$ cat src/rtl/hazard_ctrl_pkg.sv
// Shared types for the pipeline sequencing controller.
package hazard_ctrl_pkg;

   // Halt sequencing states.
   typedef enum logic [1:0] {
      RUN    = 2'd0,
      DRAIN  = 2'd1,
      HALTED = 2'd2
   } hz_state_t;

   // Enable/flush pair driven into one pipeline register.
   typedef struct packed {
      logic en;
      logic flush;
   } stage_ctrl_t;

   // Register number that never carries a real dependency.
   localparam logic [4:0] REG_ZERO = 5'd0;

   // Strobe pair for a stage that simply advances.
   localparam stage_ctrl_t STAGE_RUN  = '{en: 1'b1, flush: 1'b0};
   // Strobe pair for a stage that is frozen.
   localparam stage_ctrl_t STAGE_HOLD = '{en: 1'b0, flush: 1'b0};
   // Strobe pair for a stage that loads a bubble.
   localparam stage_ctrl_t STAGE_KILL = '{en: 1'b1, flush: 1'b1};

endpackage

$ cat src/rtl/hazard_ctrl_sat_counter.sv
// Saturating up-counter with synchronous clear; holds at all-ones.
module sat_counter #(
   parameter int W = 16
) (
   input  logic         clk_i,
   input  logic         clr_i,
   input  logic         inc_i,
   output logic [W-1:0] cnt_o
);

   logic [W-1:0] cnt_q;
   logic [W-1:0] cnt_d;
   logic         at_max;

   assign at_max = &cnt_q;

   // Next count: clear wins, otherwise step unless already saturated.
   always_comb begin
      cnt_d = cnt_q;
      if (clr_i) begin
         cnt_d = '0;
      end else if (inc_i && !at_max) begin
         cnt_d = cnt_q + W'(1);
      end
   end

   // Count register.
   always_ff @(posedge clk_i) begin
      cnt_q <= cnt_d;
   end

   assign cnt_o = cnt_q;

endmodule

$ cat src/rtl/hazard_ctrl.sv
// Pipeline sequencing controller: stage enables/flushes, halt drain and
// saturating stall/bubble counters for the 5-stage core.
//
// state  | meaning
// -------+---------------------------------------------------------------
// RUN    | normal operation, hazards resolved in priority order
// DRAIN  | halt instruction writes back, only MEM/WB advances
// HALTED | terminal, everything frozen until reset
module hazard_ctrl
   import hazard_ctrl_pkg::*;
#(
   parameter int CNT_W = 16
) (
   input  logic             CLK,
   input  logic             nRST,
   input  logic             ihit,
   input  logic             dhit,
   input  logic             dmemREN_MEM,
   input  logic             dmemWEN_MEM,
   input  logic             memtoReg_EX,
   input  logic [4:0]       final_wsel_EX,
   input  logic [4:0]       rs_ID,
   input  logic [4:0]       rt_ID,
   input  logic             uses_rt_ID,
   input  logic             jump_ID,
   input  logic             branch_taken_EX,
   input  logic             halt_MEM,
   output logic             pc_en,
   output logic             ifid_en,
   output logic             idex_en,
   output logic             exmem_en,
   output logic             memwb_en,
   output logic             ifid_flush,
   output logic             idex_flush,
   output logic             exmem_flush,
   output logic             memwb_flush,
   output logic             halted,
   output logic [CNT_W-1:0] stall_cnt,
   output logic [CNT_W-1:0] bubble_cnt
);

   // A load in EX feeds a source of the ID instruction; $0 never counts.
   function automatic logic load_use_hit(
      input logic       mem_to_reg,
      input logic [4:0] wsel,
      input logic [4:0] rs,
      input logic [4:0] rt,
      input logic       uses_rt
   );
      logic dep_rs;
      logic dep_rt;
      dep_rs = (wsel == rs);
      dep_rt = uses_rt && (wsel == rt);
      return mem_to_reg && (wsel != REG_ZERO) && (dep_rs || dep_rt);
   endfunction

   hz_state_t   state_q;
   hz_state_t   state_d;

   logic        d_stall;
   logic        load_use;
   logic        jump_go;

   logic        pc_c;
   stage_ctrl_t ifid_c;
   stage_ctrl_t idex_c;
   stage_ctrl_t exmem_c;
   stage_ctrl_t memwb_c;

   logic        stall_inc;
   logic        bubble_inc;
   logic        cnt_clr;

   assign d_stall  = (dmemREN_MEM || dmemWEN_MEM) && !dhit;
   assign load_use = load_use_hit(memtoReg_EX, final_wsel_EX, rs_ID, rt_ID, uses_rt_ID);
   assign jump_go  = jump_ID && ihit;

   // State register with synchronous active-low reset.
   always_ff @(posedge CLK) begin
      if (!nRST) begin
         state_q <= RUN;
      end else begin
         state_q <= state_d;
      end
   end

   // Next state: halt may only leave RUN once the data access is not stalling.
   always_comb begin
      state_d = state_q;
      unique case (state_q)
         RUN: begin
            if (halt_MEM && !d_stall) begin
               state_d = DRAIN;
            end
         end
         DRAIN:   state_d = HALTED;
         HALTED:  state_d = HALTED;
         default: state_d = RUN;
      endcase
   end

   // Stage strobes: Mealy decode of state and current hazards.
   always_comb begin
      pc_c    = 1'b1;
      ifid_c  = STAGE_RUN;
      idex_c  = STAGE_RUN;
      exmem_c = STAGE_RUN;
      memwb_c = STAGE_RUN;

      unique case (state_q)
         RUN: begin
            if (d_stall) begin
               // Hold everything upstream of MEM so pending hazards survive.
               pc_c         = 1'b0;
               ifid_c       = STAGE_HOLD;
               idex_c       = STAGE_HOLD;
               exmem_c      = STAGE_HOLD;
               memwb_c      = STAGE_KILL;
            end else if (halt_MEM) begin
               // HALT moves on to MEM/WB; a bubble follows it into MEM.
               pc_c         = 1'b0;
               ifid_c       = STAGE_HOLD;
               idex_c       = STAGE_HOLD;
               exmem_c      = STAGE_KILL;
            end else if (branch_taken_EX) begin
               // Load the target even during an I-miss; the fetch is discarded.
               ifid_c.flush = 1'b1;
               idex_c.flush = 1'b1;
            end else if (load_use) begin
               // Wins over jump: a JR may depend on the loaded register.
               pc_c         = 1'b0;
               ifid_c       = STAGE_HOLD;
               idex_c       = STAGE_KILL;
            end else if (jump_go) begin
               ifid_c.flush = 1'b1;
            end else if (!ihit) begin
               pc_c         = 1'b0;
               ifid_c.flush = 1'b1;
            end
         end
         DRAIN: begin
            pc_c    = 1'b0;
            ifid_c  = STAGE_HOLD;
            idex_c  = STAGE_HOLD;
            exmem_c = STAGE_HOLD;
         end
         default: begin
            pc_c    = 1'b0;
            ifid_c  = STAGE_HOLD;
            idex_c  = STAGE_HOLD;
            exmem_c = STAGE_HOLD;
            memwb_c = STAGE_HOLD;
         end
      endcase

      // Nothing in the pipeline may move while reset is held.
      if (!nRST) begin
         pc_c    = 1'b0;
         ifid_c  = STAGE_HOLD;
         idex_c  = STAGE_HOLD;
         exmem_c = STAGE_HOLD;
         memwb_c = STAGE_HOLD;
      end
   end

   assign pc_en       = pc_c;
   assign ifid_en     = ifid_c.en;
   assign idex_en     = idex_c.en;
   assign exmem_en    = exmem_c.en;
   assign memwb_en    = memwb_c.en;
   assign ifid_flush  = ifid_c.flush;
   assign idex_flush  = idex_c.flush;
   assign exmem_flush = exmem_c.flush;
   assign memwb_flush = memwb_c.flush;
   assign halted      = nRST && (state_q == HALTED);

   // Counters only observe RUN cycles; reset clears them synchronously.
   assign cnt_clr    = !nRST;
   assign stall_inc  = nRST && (state_q == RUN) && !pc_c;
   assign bubble_inc = nRST && (state_q == RUN) && idex_c.flush;

   sat_counter #(.W(CNT_W)) u_stall_cnt (
      .clk_i (CLK),
      .clr_i (cnt_clr),
      .inc_i (stall_inc),
      .cnt_o (stall_cnt)
   );

   sat_counter #(.W(CNT_W)) u_bubble_cnt (
      .clk_i (CLK),
      .clr_i (cnt_clr),
      .inc_i (bubble_inc),
      .cnt_o (bubble_cnt)
   );

endmodule

$ cat config.mk
export PLATFORM = sky130hd
export DESIGN_NAME = hazard_ctrl
export DESIGN_NICKNAME = d
export VERILOG_FILES = /design/src/rtl/hazard_ctrl_pkg.sv /design/src/rtl/hazard_ctrl_sat_counter.sv /design/src/rtl/hazard_ctrl.sv
export SDC_FILE = /design/constraint.sdc
export NUM_CORES = 1
export LEC_CHECK = 0
export BUFFER_PORTS_ARGS = -buffer_cell sky130_fd_sc_hd__clkbuf_2
export CORE_UTILIZATION = 52
export CTS_BUF_LIST = sky130_fd_sc_hd__clkbuf_4
export DETAILED_ROUTE_END_ITERATION = 8
export PLACE_DENSITY = 0.86
export SETUP_SLACK_MARGIN = 0.3
export SLEW_MARGIN = 40
export SYNTH_ARGS = -nofsm -noshare
export SYNTH_HDL_FRONTEND = slang
export SYNTH_SLANG_ARGS = --single-unit
$ cat constraint.sdc
create_clock -name CLK -period 2.35 [get_ports CLK]
set_input_delay 0.47 -clock CLK [delete_from_list [all_inputs] [get_ports CLK]]
set_output_delay 0.47 -clock CLK [all_outputs]
set_load 0.005 [all_outputs]
==> results of run 1 <==
==> routing by layer <==
layer / up-vias / wire length, um / part of all wire (%)
li1: 1088 / - / -
met1: 1050 / 2570 / 41
met2: 88 / 3080 / 50
met3: 21 / 349 / 5.6
met4: 0 / 214 / 3.4
met5: - / 0 / 0
==> stage by stage <==
stage | setup WS [ps] | instance area [um2] | std cells | utilization (%) | hold slack (ps)
4_1_cts | 154 | 2690 | 380 | 72.5 | 501
3_5_place_dp | 35.8 | 2500 | 360 | 67.3 | 482
2_1_floorplan | 215 | 2060 | 243 | - | 467
5_1_grt | 67.0 | 2890 | 388 | 77.8 | 519
6_report | 133 | 2890 | 388 | 77.8 | 505
3_3_place_gp | 53.3 | 2500 | 360 | 67.3 | 472
==> report_power, final <==
part | switching, mW | total, mW | internal, mW
logic | 0.324 | 0.647 | 0.323
registers | 0.0247 | 0.632 | 0.607
clock network | 0.216 | 0.327 | 0.111
total | 0.565 | 1.61 | 1.04
==> logic make-up (layout without fill, tap and decap cells) <==
kind of cell    count (synthesis)  in the layout  share of synthesized area, %
fa+ha+maj                       6              6                          3.67
buf+inv                        17            114                          3.80
xor+xnor                       18             18                          7.72
compound gates                 45             45                          16.9
simple gates                  113            113                          29.7
mux                            10             10                          4.90
flops                          34             34                          33.3
==> critical path, stage by stage <==
cell	delay, ps
buf_8	100
or4_4	540
o21ai_4	170
nand2b_4	170
o21ai_4	70
nor2_1	100
buf_2	120
==> final cells by class <==
type / count / area (um2)
multi-input combinational: 192 / 1440
clock inverter: 3 / 16.3
timing repair buffer: 98 / 622
sequential: 34 / 684
tap: 48 / 60.1
inverter: 8 / 32.5
fill: 240 / 823
clock buffer: 5 / 37.5
==> worst max path at each step <==
stage	startpoint	end	slack, ps	cells past startpoint
after floorplan	dmemWEN_MEM	u_bubble_cnt.cnt_o[13]	220	6
after global placement	final_wsel_EX[0]	ifid_flush	50	7
after detailed placement	final_wsel_EX[0]	ifid_flush	40	7
after CTS	state_q[1]	ifid_flush	150	8
after global routing	final_wsel_EX[1]	ifid_en	70	9
final	final_wsel_EX[2]	pc_en	130	7
==> cell usage in the layout (no fill, tap or decap), types with 5 or more instances in the layout <==
master	Yosys	final
nand2_1	25	24
nand3_2	0	5
clkbuf_4	0	5
dfxtp_1	34	31
nand3_1	14	8
clkbuf_2	0	61
buf_4	0	25
buf_6	0	7
ha_1	6	5
a21oi_1	13	10
nor3_1	6	5
xnor2_1	11	7
mux2i_1	10	10
nor2_1	23	23
nand4_1	8	8
or4_1	9	9
and2_1	5	5
o31ai_1	10	9
xor2_1	7	7
inv_1	8	5
==> timing repair <==
action	4_1_cts	5_1_grt
setup buffers	12	8
gates resized for setup	15	34
endpoints found under the setup margin	14	25
pin swaps	7	13
hold buffers	0	0
cloned	0	0
==> registers in the layout (all words and copies together) (netlist names) <==
name,cells
state_q,2
u_stall_cnt.cnt_o,16
u_bubble_cnt.cnt_o,16
==> impl_metrics.ini, run 1 <==
[global_route]
met1_usage_pct = 32.4
grt_antenna_before_repair = 0
busiest_layer = met2
grt_pass1_vias = 2001
grt_max_degree = 29
grt_overflow = 0
grt_usage_pct = 27.4
grt_use_met2_pct = 48.2
grt_pass1_wl_mm = 8.89
grtUsageMet3_pct = 7.75

[min_path]
whs_path_depth = 2
whs_endpoint = u_stall_cnt.cnt_o[5]
worstHoldPathType = reg -> reg
min-delay-start = u_stall_cnt.cnt_o[5]

[worst_setup_path]
cp.arrival_ps = 1750
rr_worst_depth = 11
timing.rr.start = state_q[0]
r2r_slack_ps = 190
critPathLaunchType = input pin
cp.required_ps = 1880
worstSetupPathType = in -> out
reg2reg_to = u_bubble_cnt.cnt_o[12]
endpoint_kind = output pin
path_max_fanout = 3

[timing]
period_share_pct = 94.3
clock.fmax_mhz = 451
relSlewSlack_pct = 64.7
period_needed_ps = 2220
hold_violations = 0
setup_viol = 0
skew_ps = 15.0
rsz0062_at_grt = yes
fin_setup_tns_ps = 0
slew_viol_final = 0
tightest_slew_ps = 524

[synth]
yosysWarnings = 0
synth_area_mm2 = 0.00204
yosysMostFrequentCell = dfxtp_1
yosys-top-cells-area = dfxtp_1 33%, mux2i_1 4.9%, xnor2_1 4.7%
ys_types = 45
ys_ff_latch = 34
avgSynthCellArea_um2 = 8.41
synth_ff_type = dfxtp_1
synth_top_area_cell = dfxtp_1
synth_commonest_cells = 34 x dfxtp_1, 25 x nand2_1, 23 x nor2_1
synth_top_area_share_pct = 33.3
synth-edff-count = 0
async_reset_ff_share_pct = 0
synthCells = 243
ys_seq_area_share_pct = 33.3
syn_nets = 275

[clock_network]
clk_pin_slew_ps = 110
cts_buffers = 5
cts_tree = done
ctsRootBufferMaster = clkbuf_4
cts.sinks = 34
cts_max_level = 2
clock_path_buffers = 2
clk_latency_ps = 370

[cells_and_area]
nNetsFinal = 371
areaGrowthSynthToFinish_pct = 41.6
layout-drive-gt1-share_pct = 42.1
antenna_cells = 0

[drt]
viasPerCell = 5.79
drt-total-wl_mm = 6.21
firstDrtPassIters = 4
route.detailed.wl_per_inst_um = 16.0
first_iter_violations = 160
ant_nets = 0
vias = 2247
drc = 0

[die]
die_area_mm2 = 0.00418
io_pins = 68
coreArea_mm2 = 0.00372
die_x_um = 64.7
row_count = 22
dieHeight_um = 64.7
start_util_pct = 55.0

[power_and_ir_drop]
p_leak_nw = 1.24
ir_drop_mv = 0.582
total_power_mw = 1.61
cellPowerDensity_mw_per_mm2 = 555

[place]
dpl.hpwl_mm = 3.74
portBuffers = 67
routabilityCongestion = 0.800

[run]
cap_violations = 0

[status]
status = finished, final reports clean
Power figures use the tool's default switching activity.
==> inputs of run 2 (changes only) <==
--- a/config.mk
+++ b/config.mk
@@ -6,10 +6,10 @@
 export NUM_CORES = 1
 export LEC_CHECK = 0
 export BUFFER_PORTS_ARGS = -buffer_cell sky130_fd_sc_hd__clkbuf_2
-export CORE_UTILIZATION = 52
+export CORE_UTILIZATION = 55
 export CTS_BUF_LIST = sky130_fd_sc_hd__clkbuf_4
 export DETAILED_ROUTE_END_ITERATION = 8
-export PLACE_DENSITY = 0.86
+export PLACE_DENSITY = 0.9
 export SETUP_SLACK_MARGIN = 0.3
 export SLEW_MARGIN = 40
 export SYNTH_ARGS = -nofsm -noshare
==> constraint.sdc (replaced) <==
create_clock -name CLK -period 2.75 [get_ports CLK]
set_input_delay 0.55 -clock CLK [delete_from_list [all_inputs] [get_ports CLK]]
set_output_delay 0.55 -clock CLK [all_outputs]
set_load 0.005 [all_outputs]
==> impl_metrics.ini, run 2 (synthesized netlist as in run 1, its figures left out) <==
[clock_network]
cts_tree = done
cts_buffers = 5
cts.sinks = 34
cts_max_level = 2
postCtsHoldBufs = 0
clock_path_buffers = 2
clk_pin_slew_ps = 110
clk_latency_ps = 340
ctsRootBufferMaster = clkbuf_4

[worst_setup_path]
critPathLaunchType = register
cp.required_ps = 2200
crit_path_max_incr_delay_ps = 430
path_cells = inv_2 -> ha_4 -> nand2_2 -> or3_4 -> inv_2 -> o21ai_2 -> a21oi_1 -> clkbuf_2
worstSetupPathType = reg -> out
path_max_fanout = 5
endpoint_kind = output pin
crit_top_cell = inv_2
cp.arrival_ps = 1840
cp_slowest_cell = or3_4

[timing]
relSlewSlack_pct = 60.7
setup_viol = 0
skew_ps = 10.8
hold_violations = 0
rsz0062_at_grt = no
setup_ws_ps = 360
clock.fmax_mhz = 418
period_share_pct = 86.9
tightest_slew_ps = 586
period_needed_ps = 2390
fin_setup_tns_ps = 0
whs_ps = 510
slew_viol_final = 0

[drt]
vias = 2113
firstDrtPassIters = 4
drt-total-wl_mm = 5.29
wl_met3_um = 315
dr_wl_met2_mm = 2.72
viasPerCell = 5.82
drc = 0
ant_nets = 0
route.detailed.wl_per_inst_um = 14.6
top_layer = met4
wl_met1_mm = 2.15
first_iter_violations = 136

[cells_and_area]
areaGrowthSynthToFinish_pct = 25.5
layout_common_cells = 67 x clkbuf_2, 32 x dfxtp_1, 25 x nand2_1
antenna_cells = 0
layout-drive-gt1-share_pct = 32.2
nFillCells = 275
nNetsFinal = 348
mostFrequentLayoutCell = clkbuf_2
stdcell_area_mm2 = 0.00256

[place]
placed_cell_area_mm2 = 0.00243
dpl.hpwl_mm = 3.63
dp_worst_setup_slack_ps = 243
portBuffers = 67
routabilityCongestion = 0.786

[global_route]
grt_max_degree = 29
grt_pass1_vias = 1902
grt_antenna_before_repair = 0
grt_usage_pct = 26.5
grt_overflow = 0
grt_pass1_wl_mm = 8.29

[die]
io_pins = 68
dieHeight_um = 63.0
coreArea_mm2 = 0.00344
start_util_pct = 59.4
die_x_um = 63.0
die_area_mm2 = 0.00396
row_count = 21

[power_and_ir_drop]
switching_share_pct = 31.4
cellPowerDensity_mw_per_mm2 = 512
p_leak_nw = 1.08
ir_drop_mv = 0.551
clock_power_share_pct = 29.5
netSwitchingPower_uw = 413
seq_power_share_pct = 41.4
comb_power_share_pct = 29.1
p_int_uw = 901

[min_path]
worstHoldPathType = reg -> reg

[status]
status = finished, final reports clean

[run]
cap_violations = 0
==> run 2: cell types whose count changed in the layout (fill, tap and decap cells not counted), sizes merged <==
cell and delta:
bufinv +1, clkinvlp -1, clkinv -2, buf -29
clkbuf +8
==> run 2: routing by layer <==
metal  GRT usage (%)  up-vias
li1                -     1033
met1            30.9      990
met2            48.3       80
met3            5.66       10
met4            6.98        0
met5               0        -
==> run 2: timing repair <==
| item | in CTS | in global routing |
|---|---|---|
| endpoints found under the setup margin | 3 | 3 |
| gates resized for setup | 3 | 8 |
| setup buffers | 1 | 1 |
| pin swaps | 2 | 2 |
==> run 2: power groups by stage <==
stage	clock network [mW]	logic (mW)	registers (mW)
final	0.388	0.382	0.544
after floorplan	0	0.226	0.545
after global routing	0.409	0.417	0.547
after global placement	0	0.321	0.547
after detailed placement	0	0.330	0.548
after CTS	0.386	0.353	0.538
==> run 2: final cells by class <==
cell class	count	area, um2	area share (%)
Inverter	8	30.0	1.17
Multi-Input combinational cell	192	1320	51.3
Clock buffer	7	52.6	2.05
Tap cell	46	57.6	2.24
Clock inverter	1	30.0	1.17
Sequential cell	34	683	26.6
Timing Repair Buffer	75	395	15.4
==> run 2: critical path, delay by kind of cell, from the launching register on <==
kind                       cells  cell delay [ps]
buffers and inverters          3              300
and+or+nand+nor                2              510
AOI/OAI and AO/OA              2              180
DFF                            1              340
adders and majority gates      1              150
==> run 2: per-stage QoR <==
stage / total power [mW] / instances / util [%]
floorplan: 0.771 / 243 / -
global placement: 0.868 / 353 / 70.7
detailed placement: 0.878 / 353 / 70.7
CTS: 1.28 / 362 / 73.7
global route: 1.37 / 363 / 74.5
finish: 1.31 / 363 / 74.5
==> run 2: worst paths after layout <==
path | startpoint | endpoint | slack [ps] | cells after the start
hold / removal | u_stall_cnt.cnt_o[5] | u_stall_cnt.cnt_o[5] | 510 | 2
setup / recovery | state_q[1] | ifid_flush | 360 | 8
setup reg to reg | state_q[1] | u_bubble_cnt.cnt_o[1] | 590 | 9
hold reg to reg | u_stall_cnt.cnt_o[5] | u_stall_cnt.cnt_o[5] | 510 | 2
==> inputs of run 3 (changes only) <==
==> constraint.sdc (replaced) <==
create_clock -name CLK -period 2.75 [get_ports CLK]
set_input_delay 0.55 -clock CLK [delete_from_list [all_inputs] [get_ports CLK]]
set_output_delay 0.55 -clock CLK [all_outputs]
set_load 0.1 [all_outputs]
==> impl_metrics.ini, run 3 (synthesized netlist as in run 1, its figures left out) <==
[global_route]
grt_pass1_vias = 1973
grt_antenna_before_repair = 0
grt_pass1_wl_mm = 9.01
grt_overflow = 0
grt_max_degree = 29
grt_usage_pct = 28.4

[drt]
top_layer = met4
drt-total-wl_mm = 5.69
route.detailed.wl_per_inst_um = 15.5
drc = 0
vias = 2195
wl_met1_mm = 2.29
first_iter_violations = 216
viasPerCell = 5.96
dr_wl_met2_mm = 2.85
wl_met3_um = 290
firstDrtPassIters = 4
ant_nets = 0

[timing]
slew_viol_final = 0
period_share_pct = 92.2
relSlewSlack_pct = 63.5
rsz0062_at_grt = yes
whs_ps = 482
setup_ws_ps = 215
clock.fmax_mhz = 394
period_needed_ps = 2540
skew_ps = 7.14
hold_violations = 0
setup_viol = 0
fin_setup_tns_ps = 0
tightest_slew_ps = 550

[worst_setup_path]
path_cells = clkbuf_2 -> xnor2_1 -> nand4_1 -> o22ai_4 -> nand2b_4 -> o21ai_4 -> inv_2 -> buf_12
rr_worst_depth = 10
crit_buf_inv = 3
worstSetupPathType = in -> out
crit_path_max_incr_delay_ps = 290
path_delay_family = compound AO/OA/AOI/OAI gates
cp.depth = 8
cp_slowest_cell = nand4_1
cp.required_ps = 2200
critPathLaunchType = input pin
cp.arrival_ps = 1990
endpoint_kind = output pin
path_max_fanout = 3

[clock_network]
clk_latency_ps = 340
ctsRootBufferMaster = clkbuf_4
cts.sinks = 34
clk_pin_slew_ps = 100
cts_buffers = 5
cts_tree = done
clock_path_buffers = 2
cts_max_level = 2

[cells_and_area]
layout-drive-gt1-share_pct = 41.6
layout_common_cells = 58 x clkbuf_2, 25 x nand2_1, 20 x nor2_1
antenna_cells = 0
mostFrequentLayoutCell = clkbuf_2
nNetsFinal = 354
areaGrowthSynthToFinish_pct = 36.7
fin_util_pct = 81.1

[run]
cap_violations = 0

[power_and_ir_drop]
ir_drop_mv = 0.318
total_power_mw = 1.59
cellPowerDensity_mw_per_mm2 = 569
p_leak_nw = 1.15

[status]
status = finished, final reports clean

[die]
row_count = 21
io_pins = 68
die_x_um = 63.0
die_area_mm2 = 0.00396
coreArea_mm2 = 0.00344
start_util_pct = 59.4
dieHeight_um = 63.0

[place]
dp_worst_setup_slack_ps = 194
routabilityCongestion = 0.801
dpl.hpwl_mm = 3.85
portBuffers = 67

[min_path]
whs_path_depth = 1
worstHoldPathType = reg -> reg
-- run 3: metrics by stage --
step | std cells | area, um2
after floorplan | 243 | 2110
after global placement | 354 | 2600
after detailed placement | 354 | 2600
after CTS | 365 | 2710
after global routing | 368 | 2790
final | 368 | 2790
-- run 3: final timing paths --
kind                                      startpoint                    end  slack, ps
worst max-delay path                final_wsel_EX[2]                ifid_en        210
worst min-delay path            u_stall_cnt.cnt_o[5]   u_stall_cnt.cnt_o[5]        480
worst max register to register            state_q[1]  u_bubble_cnt.cnt_o[4]        380
worst min register to register  u_stall_cnt.cnt_o[5]   u_stall_cnt.cnt_o[5]        480
-- run 3: cell type report --
cell class | count | area, um2
multi-input cells | 192 | 1400
flip-flops and latches | 34 | 706
fillers | 237 | 649
repair buffers | 81 | 549
well taps | 46 | 57.6
clock buffers | 5 | 37.5
inverters | 8 | 36.3
clock inverters | 2 | 10.0
-- run 3: repair_timing --
item | CTS | global route
endpoints found under the setup margin | 4 | 5
gates resized for setup | 9 | 17
pin swaps | 1 | 10
setup buffers | 4 | 3
hold buffers | 0 | 0
-- run 3: metal layers --
metal  vias up  global-route usage [%]
met2        91                    49.5
met4         0                    12.2
met1      1030                    32.6
li1       1047                       -
met5         -                       0
met3        27                    7.12
-- run 3: report_power, final --
group	internal (mW)	switching [mW]	total (mW)	leakage, nW
combinational	0.259	0.519	0.778	0.834
sequential	0.523	0.0279	0.550	0.283
clock	0.0919	0.170	0.262	0.0308
total	0.873	0.717	1.59	1.15
